`src/rtl/cycle_sequencer_if.sv`:
```
// Bundle of decoder inputs, memory/ALU inputs and per-phase strobes of cycle_sequencer.
// The sequencer uses the slave modport; whatever drives the decoder side uses master.
interface cycle_sequencer_if #(
    parameter int unsigned STACK_DEPTH = 8
);
    localparam int unsigned DepthW = $clog2(STACK_DEPTH) + 1;

    logic              hold;
    logic [13:0]       imem_data;
    logic              dec_reg_we;
    logic              dec_w_we;
    logic              dec_branch;
    logic              dec_push;
    logic              dec_pop;
    logic              dec_skip;
    logic              alu_zero;

    logic [1:0]        phase;
    logic [13:0]       ir;
    logic              imem_en;
    logic              alu_en;
    logic              reg_we;
    logic              w_we;
    logic              pc_inc;
    logic              pc_load;
    logic              stack_push;
    logic              stack_pop;
    logic [DepthW-1:0] stack_depth;
    logic              flushed;
    logic              stack_ovf;
    logic              stack_unf;

    modport master (
        output hold, imem_data, dec_reg_we, dec_w_we, dec_branch, dec_push, dec_pop,
               dec_skip, alu_zero,
        input  phase, ir, imem_en, alu_en, reg_we, w_we, pc_inc, pc_load, stack_push,
               stack_pop, stack_depth, flushed, stack_ovf, stack_unf
    );

    modport slave (
        input  hold, imem_data, dec_reg_we, dec_w_we, dec_branch, dec_push, dec_pop,
               dec_skip, alu_zero,
        output phase, ir, imem_en, alu_en, reg_we, w_we, pc_inc, pc_load, stack_push,
               stack_pop, stack_depth, flushed, stack_ovf, stack_unf
    );
endinterface

```
`src/rtl/cycle_sequencer.sv`:
```
// Four-phase instruction-cycle controller: owns IR, emits per-phase strobes,
// forces a NOP cycle after taken branches/skips and guards the call-stack depth.
module cycle_sequencer #(
    parameter int unsigned STACK_DEPTH = 8
) (
    input logic              clk,
    input logic              reset,
    cycle_sequencer_if.slave bus
);
    localparam int unsigned DepthW = $clog2(STACK_DEPTH) + 1;
    localparam logic [DepthW-1:0] DepthFull = DepthW'(STACK_DEPTH);

    typedef enum logic [1:0] {
        StQ1 = 2'd0,
        StQ2 = 2'd1,
        StQ3 = 2'd2,
        StQ4 = 2'd3
    } phase_e;

    phase_e            phase_q, phase_d;
    logic [13:0]       ir_q, ir_d;
    logic              flushed_q, flushed_d;
    logic [DepthW-1:0] depth_q, depth_d;
    logic              ovf_q, ovf_d;
    logic              unf_q, unf_d;

    logic active, exec, br_exec, push_req, pop_req, full, empty;
    logic imem_en, alu_en, reg_we, w_we, pc_inc, pc_load, stack_push, stack_pop;

    always_comb begin
        active   = ~reset & ~bus.hold;
        exec     = ~flushed_q;
        br_exec  = bus.dec_branch & exec;
        push_req = bus.dec_push & exec;
        // Push wins when the decoder flags both.
        pop_req  = bus.dec_pop & ~bus.dec_push & exec;
        full     = (depth_q == DepthFull);
        empty    = (depth_q == '0);

        imem_en    = 1'b0;
        alu_en     = 1'b0;
        reg_we     = 1'b0;
        w_we       = 1'b0;
        pc_inc     = 1'b0;
        pc_load    = 1'b0;
        stack_push = 1'b0;
        stack_pop  = 1'b0;
        phase_d    = phase_q;
        ir_d       = ir_q;
        flushed_d  = flushed_q;
        depth_d    = depth_q;
        ovf_d      = ovf_q;
        unf_d      = unf_q;

        if (active) begin
            unique case (phase_q)
                StQ1: phase_d = StQ2;
                StQ2: phase_d = StQ3;
                StQ3: begin
                    phase_d = StQ4;
                    alu_en  = 1'b1;
                    imem_en = 1'b1;
                end
                StQ4: begin
                    phase_d    = StQ1;
                    ir_d       = bus.imem_data;
                    reg_we     = bus.dec_reg_we & exec;
                    w_we       = bus.dec_w_we & exec;
                    pc_load    = br_exec;
                    pc_inc     = ~br_exec;
                    stack_push = push_req & ~full;
                    stack_pop  = pop_req & ~empty;
                    ovf_d      = ovf_q | (push_req & full);
                    unf_d      = unf_q | (pop_req & empty);
                    if (stack_push) begin
                        depth_d = depth_q + 1'b1;
                    end else if (stack_pop) begin
                        depth_d = depth_q - 1'b1;
                    end
                    // A flushed cycle cannot flush its successor since exec gates both terms.
                    flushed_d  = br_exec | (bus.dec_skip & bus.alu_zero & exec);
                end
                default: ;
            endcase
        end
    end

    always_ff @(posedge clk) begin
        if (reset) begin
            phase_q   <= StQ1;
            ir_q      <= '0;
            flushed_q <= 1'b1;
            depth_q   <= '0;
            ovf_q     <= 1'b0;
            unf_q     <= 1'b0;
        end else begin
            phase_q   <= phase_d;
            ir_q      <= ir_d;
            flushed_q <= flushed_d;
            depth_q   <= depth_d;
            ovf_q     <= ovf_d;
            unf_q     <= unf_d;
        end
    end

    assign bus.phase       = phase_q;
    assign bus.ir          = ir_q;
    assign bus.imem_en     = imem_en;
    assign bus.alu_en      = alu_en;
    assign bus.reg_we      = reg_we;
    assign bus.w_we        = w_we;
    assign bus.pc_inc      = pc_inc;
    assign bus.pc_load     = pc_load;
    assign bus.stack_push  = stack_push;
    assign bus.stack_pop   = stack_pop;
    assign bus.stack_depth = depth_q;
    assign bus.flushed     = flushed_q;
    assign bus.stack_ovf   = ovf_q;
    assign bus.stack_unf   = unf_q;
endmodule

```
`src/flat_wrapper.sv`:
```
// flat-port wrapper written by rule: the top's interface ports become plain ports
module cycle_sequencer_flat 
#(
    parameter int unsigned STACK_DEPTH = 8
)
  (clk, reset, bus_hold, bus_imem_data, bus_dec_reg_we, bus_dec_w_we, bus_dec_branch, bus_dec_push, bus_dec_pop, bus_dec_skip, bus_alu_zero, bus_phase, bus_ir, bus_imem_en, bus_alu_en, bus_reg_we, bus_w_we, bus_pc_inc, bus_pc_load, bus_stack_push, bus_stack_pop, bus_stack_depth, bus_flushed, bus_stack_ovf, bus_stack_unf);
  cycle_sequencer_if #(.STACK_DEPTH(STACK_DEPTH)) bus_i ();
  input logic clk;
  input logic reset;
  input wire logic [$bits(bus_i.hold)-1:0] bus_hold;
  input wire logic [$bits(bus_i.imem_data)-1:0] bus_imem_data;
  input wire logic [$bits(bus_i.dec_reg_we)-1:0] bus_dec_reg_we;
  input wire logic [$bits(bus_i.dec_w_we)-1:0] bus_dec_w_we;
  input wire logic [$bits(bus_i.dec_branch)-1:0] bus_dec_branch;
  input wire logic [$bits(bus_i.dec_push)-1:0] bus_dec_push;
  input wire logic [$bits(bus_i.dec_pop)-1:0] bus_dec_pop;
  input wire logic [$bits(bus_i.dec_skip)-1:0] bus_dec_skip;
  input wire logic [$bits(bus_i.alu_zero)-1:0] bus_alu_zero;
  output wire logic [$bits(bus_i.phase)-1:0] bus_phase;
  output wire logic [$bits(bus_i.ir)-1:0] bus_ir;
  output wire logic [$bits(bus_i.imem_en)-1:0] bus_imem_en;
  output wire logic [$bits(bus_i.alu_en)-1:0] bus_alu_en;
  output wire logic [$bits(bus_i.reg_we)-1:0] bus_reg_we;
  output wire logic [$bits(bus_i.w_we)-1:0] bus_w_we;
  output wire logic [$bits(bus_i.pc_inc)-1:0] bus_pc_inc;
  output wire logic [$bits(bus_i.pc_load)-1:0] bus_pc_load;
  output wire logic [$bits(bus_i.stack_push)-1:0] bus_stack_push;
  output wire logic [$bits(bus_i.stack_pop)-1:0] bus_stack_pop;
  output wire logic [$bits(bus_i.stack_depth)-1:0] bus_stack_depth;
  output wire logic [$bits(bus_i.flushed)-1:0] bus_flushed;
  output wire logic [$bits(bus_i.stack_ovf)-1:0] bus_stack_ovf;
  output wire logic [$bits(bus_i.stack_unf)-1:0] bus_stack_unf;
  assign bus_i.hold = bus_hold;
  assign bus_i.imem_data = bus_imem_data;
  assign bus_i.dec_reg_we = bus_dec_reg_we;
  assign bus_i.dec_w_we = bus_dec_w_we;
  assign bus_i.dec_branch = bus_dec_branch;
  assign bus_i.dec_push = bus_dec_push;
  assign bus_i.dec_pop = bus_dec_pop;
  assign bus_i.dec_skip = bus_dec_skip;
  assign bus_i.alu_zero = bus_alu_zero;
  assign bus_phase = bus_i.phase;
  assign bus_ir = bus_i.ir;
  assign bus_imem_en = bus_i.imem_en;
  assign bus_alu_en = bus_i.alu_en;
  assign bus_reg_we = bus_i.reg_we;
  assign bus_w_we = bus_i.w_we;
  assign bus_pc_inc = bus_i.pc_inc;
  assign bus_pc_load = bus_i.pc_load;
  assign bus_stack_push = bus_i.stack_push;
  assign bus_stack_pop = bus_i.stack_pop;
  assign bus_stack_depth = bus_i.stack_depth;
  assign bus_flushed = bus_i.flushed;
  assign bus_stack_ovf = bus_i.stack_ovf;
  assign bus_stack_unf = bus_i.stack_unf;
  cycle_sequencer #(.STACK_DEPTH(STACK_DEPTH)) u_core (.clk(clk), .reset(reset), .bus(bus_i));
endmodule
```
`config.mk`:
```
export PLATFORM = sky130hd
export DESIGN_NAME = cycle_sequencer_flat
export DESIGN_NICKNAME = d
export VERILOG_FILES = /design/src/rtl/cycle_sequencer_if.sv /design/src/rtl/cycle_sequencer.sv /design/src/flat_wrapper.sv
export SDC_FILE = /design/constraint.sdc
export NUM_CORES = 1
export LEC_CHECK = 0
export CORE_ASPECT_RATIO = 1.1
export CORE_MARGIN = 8
export CORE_UTILIZATION = 36
export CTS_CLUSTER_SIZE = 30
export DETAILED_ROUTE_END_ITERATION = 12
export PLACE_DENSITY = 0.75
export SKIP_CTS_REPAIR_TIMING = 1
export SYNTH_ARGS = -nofsm -noshare
export SYNTH_HDL_FRONTEND = slang
export SYNTH_SLANG_ARGS = --single-unit
```
`constraint.sdc`:
```
create_clock -name clk -period 1.69 [get_ports clk]
set_clock_uncertainty 0.2 [all_clocks]
set_input_delay 0.169 -clock clk [delete_from_list [all_inputs] [get_ports clk]]
set_output_delay 0.169 -clock clk [all_outputs]
set_load 0.05 [all_outputs]
```
=== After elaboration in Yosys (flattened, before gate mapping) ===
Index checks and enable logic that the tools add are counted.

* Reduce and logical (&&, ||, !) cells: 5
* Mux-type cells: 17
* Equal/unequal tests: 4
* Bitwise gates (word level): 23
* Add/sub/neg operators: 2

{| class="wikitable"
|+ Operators with widths
! kind !! number
|-
| $mux 1 || 14
|-
| $and 1x1->1 || 13
|-
| $mux 4 || 2
|-
| $pmux 2 s4 || 1
|-
| $not 1->1 || 7
|-
| $add 4x1->4 const B || 1
|-
| $eq 2x2->1 const B || 2
|-
| $eq 4x4->1 const B || 1
|-
| $logic_not 4->1 || 1
|-
| $sub 4x1->4 const B || 1
|-
| $or 1x1->1 || 3
|-
| $reduce_and 3->1 || 1
|-
| $eq 2x1->1 const B || 1
|-
| $logic_not 2->1 || 1
|-
| $reduce_and 2->1 || 1
|-
| $reduce_bool 2->1 || 1
|}

* Output and inout bits: 31
* Logic and storage cells: 57
* Register bits after elaboration: 23

=== Depth between registers and ports, before layout ===
* Depth after elaboration: 6
* Mapped depth: 10
* Depth with buffers taken out: 9

=== Worst setup path after synthesis ===
Ideal clock, no wire load.

* Kind: register to output
* Start point: register u_core.phase_q[1] (netlist: u_core.bus.phase[1])
* End point: output port bus_stack_pop
* Path slack: -1.461 ns
* Cell stages (with the launch flop): 5
* Arrival: 2.782 ns
* Data required time: 1.321 ns
* Cell sequence: dfxtp_1 -> ha_1 -> nand2_2 -> nor2_1 -> nor4bb_1

* Cells in the longest elaborated chain, start to end: 3

{| class="wikitable"
|+ RTL lines
! item !! RTL line !! RTL
|-
| start: declaration || cycle_sequencer.sv:20 || <nowiki>phase_e phase_q, phase_d;</nowiki>
|-
| start signal: assignment || cycle_sequencer.sv:90 || <nowiki>phase_q <= StQ1;</nowiki>
|-
| start signal: assignment || cycle_sequencer.sv:97 || <nowiki>phase_q <= phase_d;</nowiki>
|-
| $eq 2x2->1 || cycle_sequencer.sv:56 || <nowiki>unique case (phase_q)</nowiki>
|-
| $mux 1 || cycle_sequencer.sv:56 ||
|-
| $mux 1 || cycle_sequencer.sv:55 || <nowiki>if (active) begin</nowiki>
|-
| end: declaration || flat_wrapper.sv:28 || <nowiki>output wire logic [$bits(bus_i.stack_pop)-1:0] bus_stack_pop;</nowiki>
|}

No other way between the ends.

=== Final worst setup path ===
* Start point: register u_core.depth_q[1] (netlist: u_core.bus.stack_depth[1])
* End point: output port bus_stack_pop

* Cells in the longest elaborated chain, start to end: 5

{| class="wikitable"
|+ RTL lines
! item !! RTL line !! RTL
|-
| start: declaration || cycle_sequencer.sv:23 || <nowiki>logic [DepthW-1:0] depth_q, depth_d;</nowiki>
|-
| start signal: assignment || cycle_sequencer.sv:100 || <nowiki>depth_q <= depth_d;</nowiki>
|-
| $logic_not 4->1 || cycle_sequencer.sv:38 || <nowiki>empty = (depth_q == '0);</nowiki>
|-
| $not 1->1 || cycle_sequencer.sv:72 || <nowiki>stack_pop = pop_req & ~empty;</nowiki>
|-
| $and 1x1->1 || cycle_sequencer.sv:72 ||
|-
| $mux 1 || cycle_sequencer.sv:56 ||
|-
| $mux 1 || cycle_sequencer.sv:55 ||
|}

No other way between the ends.

==> flow_summary.toml <==
[status]
violations = "negative setup slack"
status = "finished with violations"

[timing]
timing.fmax_ghz = 0.544
slew_headroom_pct = 82.7
finalCritPeriodShare_pct = 109
finalHoldViolCount = 0
period_needed_ns = 1.84
slew_violations = 0
timing.final.ws_setup_ns = -0.149
setup_viol = 12
rsz0062_at_grt = "true"
tightest_slew_ns = 0.259
final.setup.tns_ns = -0.679

[worst_setup_path]
r2r_cells = 7
crit_family = "buffers and inverters"
endpoint_kind = "primary output"
cp_data_required_time_ns = 1.32
critPathKind = "reg -> out"
reg2reg_slack_ns = -0.12
r2r-end = "u_core.bus.stack_depth[1]"
max_stage_delay_ns = 0.38
cp_cell_sequence = "buf_6 -> nor4_2 -> buf_4 -> nor4bb_4 -> buf_12"
cp_data_arrival_time_ns = 1.47
crit_fanout = 4
crit_buf_inv = 3
crit_path_top_delay_cell = "dfxtp_4"
reg2reg_from = "u_core.bus.stack_depth[3]"
worst_setup_path_start_kind = "flop"
crit_start = "u_core.bus.stack_depth[1]"

[job]
cap_violations = 0

[final_layout]
fill_cells = 233
finalNonFillerCells = 239
regArea_um2 = 487
final_common_cell = "buf_4"
fin_nets = 235
multiInputGateArea_um2 = 746
antenna_cells = 0
final_cell_mix = "43 x buf_4, 23 x clkdlybuf4s50_1, 16 x dfxtp_1"
synthToLayoutAreaGrowth_pct = 86.0
layout-drive-gt1-share_pct = 44.9

[floorplanning]
die_w_um = 69.4
rows = 21
die-height_um = 74.7
initial_core_util_pct = 37.3
core_area_um2 = 3020
dieArea_um2 = 5180
pin_count = 55

[logic_synthesis]
synth_top_area_share_pct = 40.8
netlist_instances = 129
yosys.area.top_type = "dfxtp_1"
ys_types = 30
syn_nets = 158
synth.cell_area_um2 = 1130
synth_seq_cells = 23
synth.yosys.warnings = 0
synth.avg_cell_area_um2 = 8.74
synth.area.top_cells = "dfxtp_1 41%, nand2b_1 8.3%, o21ai_0 6.2%"
seq_area_frac_synth_pct = 40.8

[clocking]
numCtsBuffers = 3
htreeDepth = 1
clockBufferDepth = 2
insertion_delay_ns = 0.30
clkSinkCount = 23
clockRootBuffer = "clkbuf_4"
cts_tree = "yes"
cts.clk_slew.worst_paths_ns = 0.12

[placement]
pre_cts_ws_ns = -0.345
place_inst = 226
place_congestion = 0.785
dp_hpwl_mm = 2.62
io_buffers = 54

[hold_path]
hold_depth = 3
worstHoldStart = "bus_imem_data[7]"
hp-class = "in -> reg"
min_to = "u_core.bus.ir[7]"

[grt]
grt_pass1_wl_mm = 5.58
grt_pass1_vias = 1183
antenna_found_initial = 0
grt_max_degree = 29
grt_usage_pct = 12.8
overflow = 0

[power_and_ir_drop]
p_leak_uw = 0.000869
powerDensity_nw_per_um2 = 467
p_total_uw = 979
ir_worst_vdd_uv = 455

[detailed_routing]
ant_nets = 0
drt-total-wl_mm = 3.45
drtIter0Drc = 24
wl_per_cell_um = 14.4
drcViolationCount = 0
drtPass1Iterations = 4
vias = 1158
viasPerCell = 4.85
==> worst max path at each step <==
stage | endpoint | slack [ns] | depth (start not counted)
2_1_floorplan | u_core.bus.stack_depth[2] | -0.17 | 9
3_3_place_gp | u_core.bus.stack_depth[1] | -0.30 | 7
3_5_place_dp | u_core.bus.stack_depth[2] | -0.34 | 10
4_1_cts | bus_stack_pop | -0.25 | 5
5_1_grt | bus_stack_pop | -0.24 | 5
6_report | bus_stack_pop | -0.15 | 5
==> sequential cells by signal, indices dropped and copies added, names as in the netlist <==
register and flops:
u_core.bus.flushed 1, u_core.bus.ir 14, u_core.bus.phase 2, u_core.bus.stack_depth 4, u_core.bus.stack_ovf 1, u_core.bus.stack_unf 1
==> Yosys cell counts <==
library cell	n
dfxtp_1	23
nand2_1	15
nand2b_1	15
o21ai_0	14
nor2_1	10
a21oi_1	7
clkbuf_1	5
ha_1	5
inv_1	4
mux2i_1	4
and3_1	3
a211oi_1	2
a41oi_1	2
and2_1	2
buf_4	2
xnor2_1	2
a2111oi_4	1
a21o_2	1
buf_6	1
maj3_1	1
nand2_2	1
nor2_2	1
nor3_1	1
nor3_2	1
nor4_1	1
nor4bb_1	1
o31ai_1	1
or2b_1	1
xnor2_2	1
xor2_1	1
==> report_power, final <==
part / switching (µW) / internal, µW
clock: 160 / 92.0
sequential: 7.83 / 543
combinational: 84.4 / 92.7
total: 252 / 727
==> logic make-up after synthesis <==
logic type,after synthesis,synth area share (%)
AO/OA/AOI/OAI,28,16.1
XOR/XNOR,4,3.77
adder cells (fa/ha/maj),6,6.44
buffers and inverters,12,5.33
flip-flops,23,40.8
multiplexers,4,3.55
AND/OR/NAND/NOR,52,24.0
==> layer usage <==
metal | part of all wire, % | global-route usage, % | vias up
met5 | 0 | 0 | -
met3 | 9.6 | 5.27 | 4
met4 | 1.0 | 4.10 | 0
li1 | - | - | 586
met2 | 48 | 21.2 | 47
met1 | 41 | 14.8 | 521
==> cell type report <==
cell class              count  share of cell area (%)
clock buffers               4                    1.25
inverters                   4                   0.716
multi-input cells          94                    35.6
flip-flops and latches     23                    23.2
well taps                  34                    2.03
repair buffers             80                    37.2
==> per-stage QoR <==
stage / utilization (%) / hold WS (ns) / cell area (µm²)
3_5_place_dp: 63.4 / 0.266 / 1920
4_1_cts: 64.3 / 0.200 / 1940
5_1_grt: 69.4 / 0.191 / 2100
2_1_floorplan: - / 0.0622 / 1230
6_report: 69.4 / 0.205 / 2100
3_3_place_gp: 63.4 / 0.259 / 1920
==> worst reg2reg max path, cell delays in order (launching register included) <==
cell       delay, ns
dfxtp_4         0.37
buf_4           0.13
buf_6           0.12
xnor2_4         0.14
a2111oi_4       0.29
buf_4           0.20
mux2i_1         0.20
nor2_1          0.05
Note: power is estimated with default switching activity, not from simulation.
